==> config.mk <==
export PLATFORM = sky130hd
export DESIGN_NAME = store_unit
export DESIGN_NICKNAME = d
export VERILOG_FILES = /design/src/rtl/store_unit.sv
export SDC_FILE = /design/constraint.sdc
export NUM_CORES = 1
export LEC_CHECK = 0
export CAP_MARGIN = 15
export CORE_ASPECT_RATIO = 1.2
export CORE_UTILIZATION = 44
export DETAILED_ROUTE_END_ITERATION = 8
export GPL_ROUTABILITY_DRIVEN = 1
export PLACE_DENSITY = 0.8
export SYNTH_ARGS = -nofsm -noshare
export SYNTH_HDL_FRONTEND = slang
export SYNTH_SLANG_ARGS = --single-unit
==> constraint.sdc <==
create_clock -name clk_in -period 2.3 [get_ports clk_in]
set_input_delay 0.23 -clock clk_in [delete_from_list [all_inputs] [get_ports clk_in]]
set_output_delay 0.23 -clock clk_in [all_outputs]
set_load 0.02 [all_outputs]
==> src/rtl/store_unit.sv <==
`default_nettype none
// +------------------------------------------------------------------------+
// | store_unit: RV32I store lane alignment and single req/ack write port.  |
// | Optional STORE_SPLIT_EN splits misaligned stores into two beats.       |
// | Revision: 1.0                                                          |
// +------------------------------------------------------------------------+
module store_unit #(
  parameter int TIMEOUT_CYCLES = 16
) (
  input  logic        clk_in,
  input  logic        rst_n_in,
  input  logic        store_req_in,
  output logic        store_ready_out,
  input  logic [1:0]  store_size_in,
  input  logic [31:0] iadder_out_in,
  input  logic [31:0] rs2_in,
  output logic [31:0] dm_addr_out,
  output logic [31:0] dm_wdata_out,
  output logic [3:0]  dm_wr_mask_out,
  output logic        dm_wr_req_out,
  input  logic        dm_ack_in,
  output logic        store_done_out,
  output logic        misaligned_exc_out,
  output logic        bus_err_out
);

  localparam int CNT_W = $clog2(TIMEOUT_CYCLES);
  localparam logic [CNT_W-1:0] CNT_LAST = CNT_W'(TIMEOUT_CYCLES - 1);

  typedef enum logic [1:0] {
    IDLE = 2'd0,
    WR1  = 2'd1,
    WR2  = 2'd2
  } state_t;

  state_t           state;
  logic [CNT_W-1:0] cnt;
  logic [1:0]       off;
  logic [3:0]       base_mask;
  logic [31:0]      data_sized;
  logic [3:0]       lo_mask;
  logic [31:0]      lo_data;

  assign off             = iadder_out_in[1:0];
  assign store_ready_out = (state == IDLE);

  always_comb begin
    base_mask  = 4'b1111;
    data_sized = rs2_in;
    case (store_size_in)
      2'b00: begin
        base_mask  = 4'b0001;
        data_sized = {24'b0, rs2_in[7:0]};
      end
      2'b01: begin
        base_mask  = 4'b0011;
        data_sized = {16'b0, rs2_in[15:0]};
      end
      default: ;
    endcase
  end

`ifdef STORE_SPLIT_EN
  logic [7:0]  mask8;
  logic [63:0] data64;
  logic [3:0]  hi_mask_q;
  logic [31:0] hi_data_q;
  logic        split_pending;

  assign mask8              = {4'b0, base_mask} << off;
  assign data64             = {32'b0, data_sized} << {off, 3'b000};
  assign lo_mask            = mask8[3:0];
  assign lo_data            = data64[31:0];
  assign misaligned_exc_out = 1'b0;
`else
  logic misaligned;

  assign lo_mask    = base_mask << off;
  assign lo_data    = data_sized << {off, 3'b000};
  assign misaligned = ((store_size_in == 2'b01) && off[0]) ||
                      (store_size_in[1] && (off != 2'b00));
`endif

  always_ff @(posedge clk_in or negedge rst_n_in) begin
    if (!rst_n_in) begin
      state          <= IDLE;
      cnt            <= '0;
      dm_addr_out    <= '0;
      dm_wdata_out   <= '0;
      dm_wr_mask_out <= '0;
      dm_wr_req_out  <= 1'b0;
      store_done_out <= 1'b0;
      bus_err_out    <= 1'b0;
`ifdef STORE_SPLIT_EN
      hi_mask_q      <= '0;
      hi_data_q      <= '0;
      split_pending  <= 1'b0;
`else
      misaligned_exc_out <= 1'b0;
`endif
    end else begin
      store_done_out <= 1'b0;
      bus_err_out    <= 1'b0;
`ifndef STORE_SPLIT_EN
      misaligned_exc_out <= 1'b0;
`endif
      case (state)
        IDLE: begin
          if (store_req_in) begin
`ifdef STORE_SPLIT_EN
            state          <= WR1;
            cnt            <= '0;
            dm_addr_out    <= {iadder_out_in[31:2], 2'b00};
            dm_wdata_out   <= lo_data;
            dm_wr_mask_out <= lo_mask;
            dm_wr_req_out  <= 1'b1;
            hi_mask_q      <= mask8[7:4];
            hi_data_q      <= data64[63:32];
            split_pending  <= |mask8[7:4];
`else
            if (misaligned) begin
              misaligned_exc_out <= 1'b1;
            end else begin
              state          <= WR1;
              cnt            <= '0;
              dm_addr_out    <= {iadder_out_in[31:2], 2'b00};
              dm_wdata_out   <= lo_data;
              dm_wr_mask_out <= lo_mask;
              dm_wr_req_out  <= 1'b1;
            end
`endif
          end
        end
        WR1, WR2: begin
          // Ack takes priority over a timeout landing on the same cycle.
          if (dm_ack_in) begin
`ifdef STORE_SPLIT_EN
            if ((state == WR1) && split_pending) begin
              state          <= WR2;
              cnt            <= '0;
              dm_addr_out    <= dm_addr_out + 32'd4;
              dm_wdata_out   <= hi_data_q;
              dm_wr_mask_out <= hi_mask_q;
              split_pending  <= 1'b0;
            end else begin
              state          <= IDLE;
              dm_wr_req_out  <= 1'b0;
              dm_wdata_out   <= '0;
              dm_wr_mask_out <= '0;
              store_done_out <= 1'b1;
            end
`else
            state          <= IDLE;
            dm_wr_req_out  <= 1'b0;
            dm_wdata_out   <= '0;
            dm_wr_mask_out <= '0;
            store_done_out <= 1'b1;
`endif
          end else if (cnt == CNT_LAST) begin
            state          <= IDLE;
            dm_wr_req_out  <= 1'b0;
            dm_wdata_out   <= '0;
            dm_wr_mask_out <= '0;
            bus_err_out    <= 1'b1;
`ifdef STORE_SPLIT_EN
            split_pending  <= 1'b0;
`endif
          end else begin
            cnt <= cnt + CNT_W'(1);
          end
        end
        default: state <= IDLE;
      endcase
    end
  end

endmodule
`default_nettype wire
==> results.ini, run 1 <==
[logic_synthesis]
yosysSeqAreaShare_pct = 51.7
synth_cells = 296
syn_area_sq_um = 3580
yosysMostFrequentCell = dfrtp_1
synth-edff-count = 0
synth_seq_cells = 74
synthTopCellsByCount = dfrtp_1, mux2_4, nand2_1
synthArstFlopShare_pct = 100
synth_top_area_cell = dfrtp_1
synth.area.top_cells = dfrtp_1, mux2_4, o21ai_0
synth_top_area_share_pct = 51.7
synth_area_per_cell_sq_um = 12.1
ys_warn_count = 0
ys.flop_type = dfrtp_1
synth_cell_type_count = 41

[floorplan]
initial_core_util_pct = 46.0
die_area_sq_um = 8510
fp.dieW_um = 84.4
dieHeight_um = 101
boundaryPins = 143
core_sq_um = 7790
rows = 35

[status]
violations = DRC
status = finished, violations left

[placed_design]
place_inst = 514
pre_cts_ws_ps = 185
gp_congestion = 0.869
port_buffers = 140
placed_area_sq_um = 5070
dp_hpwl_um = 7090

[clock_tree]
cts_root_buf = clkbuf_8
holdBufCountCts = 0
cts.repair.resized = 0
cts_sinks = 74
numCtsBuffers = 9
cts_tree = yes
h-tree-depth = 3
clkTransAtPathRegs_ps = 70
postCtsSetupRepairBufs = 0
clk-insertion-delay-late_ps = 340
clk_path_buf_depth = 2

[power_and_ir_drop]
powerDensity_nw_per_um2 = 850
p_int_mw = 3.07
p_seq_share_pct = 38.8
p_sw_mw = 1.42
peakVddDrop_mv = 0.409
p_leak_nw = 2.32
comb_power_share_pct = 36.8
p_sw_share_pct = 31.6
clkPwrFrac_pct = 24.4

[layout]
n_antenna_cell = 0
stdcell_count = 530
nFillCells = 599
fin_area_sq_um = 5280
areaGrowthSynthToFinish_pct = 47.5
layout.nets = 504
final_layout_size_suffix_gt1_share_pct = 17.1

[global_routing]
grt_overflow = 0
grt_pass1_vias = 2958
antenna_found_initial = 0
grt_max_degree = 75
grt_pass1_wl_um = 15300
track_usage_pct = 23.4

[timing]
fmax_mhz = 507
rsz0062_at_grt = no
skew_ps = 11.5
tightest_slew_ps = 928
finalSetupViolCount = 0
timing.final.ws_setup_ps = 326
hold_viol = 0
layout_min_cycle_time_ps = 1970
report.final.slew_viol_count = 0
setup-tns-final_ps = 0
whs_ps = 7.21
max-slew-margin-rel_pct = 38.1
min_period_over_period_pct = 85.8

[route]
wl_um = 9700
drc = 7
ant_nets = 0
viasPerCell = 5.59
drt_iter0_drc = 155
vias = 2965
wire_per_inst_um = 18.3
drtPass1Iterations = 7

[worst_setup_path]
crit_buf_inv = 3
cp_slowest_cell = clkdlybuf4s50_1
worst_path_largest_cell_delay_ps = 640
path_delay_family = buffers and inverters
path_cells = buf_4 > inv_1 > clkdlybuf4s50_1
cp.arrival_ps = 1740
startpoint = dm_wr_req_out$_DFFE_PN0P_
start_kind = flip-flop
endpoint_kind = output pin
required_ps = 2070
crit_fanout = 16
worstSetupPathType = flip-flop to output pin
timing.rr.start = dm_wr_req_out$_DFFE_PN0P_

[worst_hold_path]
min-delay-path-class = primary input to asynchronous set/reset pin

[run]
drv_cap = 0

-- state kept, by name (all words and copies together), names as in the netlist --
register,flops
bus_err_out,1
dm_wr_mask_out,4
store_done_out,1
dm_wdata_out,32
dm_wr_req_out,1
misaligned_exc_out,1
cnt,4
dm_addr_out,30
-- power groups by stage --
stage                     combinational (mW)  sequential (mW)  clock (mW)
final                                   1.65             1.74        1.10
after floorplan                        0.542             2.06           0
after global placement                  1.63             1.75           0
after detailed placement                1.66             1.76           0
after global routing                    1.75             1.77        1.18
after CTS                               1.67             1.74        1.12
-- worst paths after layout --
| kind | end | slack, ps | cells past startpoint |
|---|---|---|---|
| worst max-delay path | store_ready_out | 330 | 3 |
| worst min-delay path | dm_wdata_out[31]$_DFFE_PN0P_ | 7 | 1 |
| worst max register to register | dm_addr_out[5]$_DFFE_PN0P_ | 570 | 4 |
| worst min register to register | dm_wr_mask_out[0]$_DFFE_PN0P_ | 480 | 1 |
| max in group asynchronous | dm_wdata_out[17]$_DFFE_PN0P_ | 1680 | 1 |
| min in group clk_in | dm_wr_mask_out[0]$_DFFE_PN0P_ | 480 | 1 |
-- kinds of logic (layout without fill, tap and decap cells) --
group / after synthesis / count (layout) / synth area share, %
mux: 48 / 48 / 17.7
simple gates: 55 / 55 / 7.05
flops: 74 / 74 / 51.7
fa+ha+maj: 1 / 1 / 0.349
buf+inv: 28 / 169 / 4.50
xor+xnor: 1 / 1 / 0.244
compound gates: 88 / 88 / 18.4
other cells: 1 / 2 / 0.105
-- cells in the final DEF (no fill, tap or decap), types with 2 or more instances in the layout --
master and instances:
a21boi_0 8, a21o_1 2, a21oi_1 12, a221oi_1 8, a22o_1 9, a32o_1 8, and2_1 2, buf_12 3
buf_4 8, bufinv_16 2, clkbuf_8 9, clkdlybuf4s50_1 139, clkinv_2 2, clkinvlp_4 2, conb_1 2, dfrtp_1 74
inv_1 3, mux2_2 10, mux2_4 28, mux2i_1 10, nand2_1 28, nand2b_1 2, nand3_1 2, nor2_1 12
nor3_1 3, o21ai_0 25, o41ai_1 5, o41ai_2 4
-- metrics by stage --
stage               power [mW]  utilization, %
CTS                       4.53            67.8
detailed placement        3.42            65.0
global route              4.70            67.8
floorplan                 2.60               -
global placement          3.39            65.0
finish                    4.49            67.8
-- area by class of cell --
| type | instances | area, sq um | share of cell area (%) |
|---|---|---|---|
| clock buffer | 9 | 124 | 2.34 |
| clock inverter | 7 | 93.8 | 1.78 |
| timing repair buffer | 150 | 1510 | 28.6 |
| tap | 92 | 115 | 2.18 |
| sequential | 74 | 1850 | 35.0 |
| inverter | 3 | 11.3 | 0.213 |
| multi-input combinational | 195 | 1580 | 29.8 |
-- per-layer routing --
layer	up-vias	track usage, %	routed length (um)
li1	1361	-	-
met5	-	0	0
met1	1453	30.9	4080
met2	123	37.6	4810
met3	28	2.95	452
met4	0	13.3	352
Power figures use the tool's default switching activity.
==> run 2, diff against run 1 <==
- CORE_UTILIZATION: 44 -> 39
- PLACE_DENSITY: 0.8 -> 0.72
==> run 2 against run 1 <==
Against the previous run:
- the run now ends clean
- combinational power about the same
- non-clock buffer count up 2
- largest cell class unchanged
- clock power up 5%
==> results.ini, run 2 (synthesized netlist as in run 1, its figures left out) <==
[status]
status = finished clean

[clock_tree]
clk_path_buf_depth = 2
cts_root_buf = clkbuf_8
cts_tree = yes
cts.repair.resized = 0
numCtsBuffers = 9
clk-insertion-delay-late_ps = 340
holdBufCountCts = 0
cts_sinks = 74
clkTransAtPathRegs_ps = 80
h-tree-depth = 3
postCtsSetupRepairBufs = 0

[run]
drv_cap = 0

[timing]
finalSetupViolCount = 0
layout_min_cycle_time_ps = 1980
report.final.slew_viol_count = 0
fmax_mhz = 504
rsz0062_at_grt = no
tightest_slew_ps = 944
min_period_over_period_pct = 86.2
setup-tns-final_ps = 0
skew_ps = 11.3
hold_viol = 0
max-slew-margin-rel_pct = 37.1

[power_and_ir_drop]
powerDensity_nw_per_um2 = 853
p_sw_mw = 1.40
clkPwrFrac_pct = 25.3
p_sw_share_pct = 30.9
comb_power_share_pct = 36.4
p_seq_share_pct = 38.3
p_int_mw = 3.13
peakVddDrop_mv = 0.386
p_leak_nw = 2.33

[layout]
final_layout_size_suffix_gt1_share_pct = 17.3
regMostFlops = dm_wdata_out
multi_input_area_sq_um = 1580
largest_reg_flops = 32
layout.nets = 506
fin_area_sq_um = 5320
final_cell_mix = clkdlybuf4s50_1, dfrtp_1, mux2_4, nand2_1, o21ai_0
areaGrowthSynthToFinish_pct = 48.4
top_regs = dm_wdata_out x32, dm_addr_out x30
nFillCells = 704
mostFrequentLayoutCell = clkdlybuf4s50_1
register_area_sq_um = 1850
n_antenna_cell = 0

[floorplan]
initial_core_util_pct = 41.0
dieHeight_um = 107
rows = 37
boundaryPins = 143
fp.dieW_um = 89.5
core_sq_um = 8750
die_area_sq_um = 9580

[route]
vias = 2896
wl_um = 9770
drt_iter0_drc = 127
drtPass1Iterations = 4
viasPerCell = 5.20
wire_per_inst_um = 17.5
drc = 0
ant_nets = 0

[worst_setup_path]
path_cells = buf_4 > inv_1 > clkdlybuf4s50_1
cp.arrival_ps = 1750
reg2reg_slack_ps = 530
endpoint_kind = output pin
required_ps = 2070
start_kind = flip-flop
cp_slowest_cell = clkdlybuf4s50_1
crit_fanout = 16
worst_path_largest_cell_delay_ps = 640
reg2regPathDepth = 4
worstSetupPathType = flip-flop to output pin

[global_routing]
grt_overflow = 0
antenna_found_initial = 0
grt_pass1_wl_um = 15200
track_usage_pct = 21.2
grt_max_degree = 75
grt_pass1_vias = 2895

[worst_hold_path]
min-delay-path-class = primary input to asynchronous set/reset pin

[placed_design]
port_buffers = 140
dp_hpwl_um = 7020
placed_area_sq_um = 5090
gp_congestion = 0.875

## run 2: changes by cell type in the layout (fill, tap and decap cells not counted)
cell,delta
clkbuf_1,+1
clkinvlp_4,-2
clkinv_2,-1
buf_4,+4
clkbuf_8,+2
buf_12,-2
## run 2: worst paths after layout
| path | from | to |
|---|---|---|
| worst max register to register | dm_wr_req_out$_DFFE_PN0P_ | dm_addr_out[13]$_DFFE_PN0P_ |
| min in group clk_in | dm_wdata_out[24]$_DFFE_PN0P_ | dm_wdata_out[24]$_DFFE_PN0P_ |
| worst min register to register | dm_wdata_out[24]$_DFFE_PN0P_ | dm_wdata_out[24]$_DFFE_PN0P_ |
| worst max-delay path | dm_wr_req_out$_DFFE_PN0P_ | store_ready_out |
| max in group asynchronous | rst_n_in | dm_addr_out[4]$_DFFE_PN0P_ |
| worst min-delay path | rst_n_in | dm_wdata_out[5]$_DFFE_PN0P_ |
## run 2: layer usage
metal	vias to the layer above	part of all wire [%]	GRT usage [%]
li1	1361	-	-
met1	1421	43	27.7
met2	93	50	34.0
met3	21	5.0	4.85
met4	0	2.2	7.60
met5	-	0	0
## run 2: critical path: cells and delay by family, from the launching register on
kind | cells | cell delay [ps]
buffers and inverters | 3 | 1030
flip-flops | 1 | 380
## run 2: area by class of cell
type | count | area share, %
clock buffer | 12 | 2.92
clock inverter | 4 | 1.39
timing repair buffer | 152 | 28.2
inverter | 3 | 0.212
sequential | 74 | 34.8
multi-input combinational | 195 | 29.7
tap | 117 | 2.75
## run 2: per-stage QoR
stage / util (%) / power (mW) / cells / hold WS, ps / setup WS, ps
3_3_place_gp: 58.1 / 3.39 / 541 / 433 / 250
5_1_grt: 60.8 / 4.76 / 557 / 103 / 253
3_5_place_dp: 58.1 / 3.41 / 541 / 438 / 210
2_1_floorplan: - / 2.60 / 297 / -65.6 / 528
4_1_cts: 60.8 / 4.58 / 557 / 65.2 / 305
6_report: 60.8 / 4.53 / 557 / 28.6 / 318
## run 2: power by group through the flow
stage / Clock (mW) / Sequential, mW / Combinational (mW)
detailed placement: 0 / 1.75 / 1.66
global route: 1.24 / 1.77 / 1.75
finish: 1.15 / 1.74 / 1.65
CTS: 1.18 / 1.74 / 1.67
global placement: 0 / 1.75 / 1.64
floorplan: 0 / 2.06 / 0.542
==> run 3, diff against run 2 <==
- CELL_PAD_IN_SITES_DETAIL_PLACEMENT: default -> 0
- CELL_PAD_IN_SITES_GLOBAL_PLACEMENT: default -> 1
- CORE_UTILIZATION: 39 -> 33
- PLACE_DENSITY: 0.72 -> 0.79
==> run 3 against run 2 <==
Against the previous run:
- utilization decreased by 8.9 points
- global-route usage is 2.5 points lower
- clock power rose by 29%
- setup slack worse by 10 ps
- die area up 18%
- design area rose by 2.7%
- first-iteration DRC count increased by 17%
- power up 7.8%
- wire length grew 4.7%
- largest cell class unchanged
- sequential cell count unchanged
- sequential share of layout area decreased by 0.90 points
==> results.ini, run 3 (synthesized netlist as in run 1, its figures left out) <==
[placed_design]
gp_congestion = 0.817
placed_area_sq_um = 5140
dp_hpwl_um = 7290
port_buffers = 140

[route]
drc = 0
wl_um = 10200
drt_iter0_drc = 149
ant_nets = 0
vias = 2949
drtPass1Iterations = 5
wire_per_inst_um = 18.0
viasPerCell = 5.19

[layout]
nFillCells = 927
regMostFlops = dm_wdata_out
layout.nets = 507
largest_reg_flops = 32
multi_input_area_sq_um = 1580
final_layout_size_suffix_gt1_share_pct = 16.9
mostFrequentLayoutCell = clkdlybuf4s50_1
n_antenna_cell = 0
register_area_sq_um = 1850
areaGrowthSynthToFinish_pct = 52.3
top_regs = dm_wdata_out x32, dm_addr_out x30
final_cell_mix = clkdlybuf4s50_1, dfrtp_1, mux2_4, nand2_1, o21ai_0
fin_area_sq_um = 5460
final_core_util_pct = 51.9

[floorplan]
dieHeight_um = 116
boundaryPins = 143
initial_core_util_pct = 34.1
core_sq_um = 10500
fp.dieW_um = 97.1
die_area_sq_um = 11300
rows = 41

[power_and_ir_drop]
p_leak_nw = 2.38
peakVddDrop_mv = 0.328
powerDensity_nw_per_um2 = 895

[timing]
finalSetupViolCount = 0
report.final.slew_viol_count = 0
layout_min_cycle_time_ps = 1990
setup-tns-final_ps = 0
whs_ps = 395
max-slew-margin-rel_pct = 47.6
tightest_slew_ps = 782
rsz0062_at_grt = no
min_period_over_period_pct = 86.6
skew_ps = 4.19
hold_viol = 0
fmax_mhz = 502

[worst_setup_path]
worstSetupPathType = flip-flop to output pin
reg2regPathDepth = 4
endpoint_kind = output pin
r2r-end = dm_addr_out[15]$_DFFE_PN0P_
timing.rr.start = dm_wr_req_out$_DFFE_PN0P_
required_ps = 2070
start_kind = flip-flop
reg2reg_slack_ps = 540
crit_fanout = 16
cp.arrival_ps = 1760

[global_routing]
grt_pass1_wl_um = 16000
grt_max_degree = 49
antenna_found_initial = 0
grt_overflow = 0
track_usage_pct = 18.7
grt_pass1_vias = 3002

[clock_tree]
cts_tree = yes
clkTransAtPathRegs_ps = 60
clk_path_buf_depth = 2
h-tree-depth = 3
postCtsSetupRepairBufs = 0
cts_root_buf = clkbuf_16
clk-insertion-delay-late_ps = 340
cts_sinks = 74
numCtsBuffers = 9

[worst_hold_path]
min-delay-path-class = primary input to asynchronous set/reset pin

[status]
status = finished clean

[run]
drv_cap = 0

## run 3: cell count changes in the layout (fill, tap and decap cells not counted), sizes merged
cell,before,now
clkinv,2,1
dlygate4sd3,0,1
clkbuf,12,11
## run 3: worst max-delay path, cell delays in order, from the launching register on
cell and delay (ps):
dfrtp_1 380, buf_4 210, inv_1 180, clkdlybuf4s50_1 650
## run 3: final cells by class
cell class                 count  share of cell area, %
sequential                    74                   33.9
multi-input combinational    195                   28.9
timing repair buffer         153                   28.4
clock buffer                  11                   4.45
tap                          129                   2.96
clock inverter                 3                   1.19
inverter                       3                  0.206
## run 3: worst max-delay path by stage
stage                              startpoint                     endpoint  depth (start not counted)
floorplan           dm_wr_req_out$_DFFE_PN0P_  dm_addr_out[10]$_DFFE_PN0P_                          5
global placement             iadder_out_in[0]  dm_addr_out[19]$_DFFE_PN0P_                          5
detailed placement           iadder_out_in[0]  dm_addr_out[15]$_DFFE_PN0P_                          5
CTS                 dm_wr_req_out$_DFFE_PN0P_              store_ready_out                          3
global route        dm_wr_req_out$_DFFE_PN0P_              store_ready_out                          3
finish              dm_wr_req_out$_DFFE_PN0P_              store_ready_out                          3
## run 3: routing by layer
metal | part of all wire [%] | up-vias | global-route usage (%) | wire length, um
li1 | - | 1366 | - | -
met2 | 46 | 123 | 29.8 | 4740
met1 | 44 | 1437 | 23.4 | 4490
met5 | 0 | - | 0 | 0
met4 | 3.2 | 0 | 10.9 | 328
met3 | 6.5 | 23 | 4.37 | 667
## run 3: metrics by stage
stage          setup slack [ps]  power (mW)  cells
5_1_grt                     245        5.10    568
4_1_cts                     281        4.95    568
3_5_place_dp                189        3.43    553
2_1_floorplan               528        2.60    297
6_report                    308        4.89    568
3_3_place_gp                238        3.40    553
## run 3: power by group
part / switching, mW / internal (mW)
registers: 0.163 / 1.57
clock network: 0.519 / 0.965
logic: 0.766 / 0.898
## run 3: what timing repair did
action                                 4_1_cts  5_1_grt
hold buffers                                 1        0
endpoints found under the hold margin       26        0
gates resized for setup                      0        0
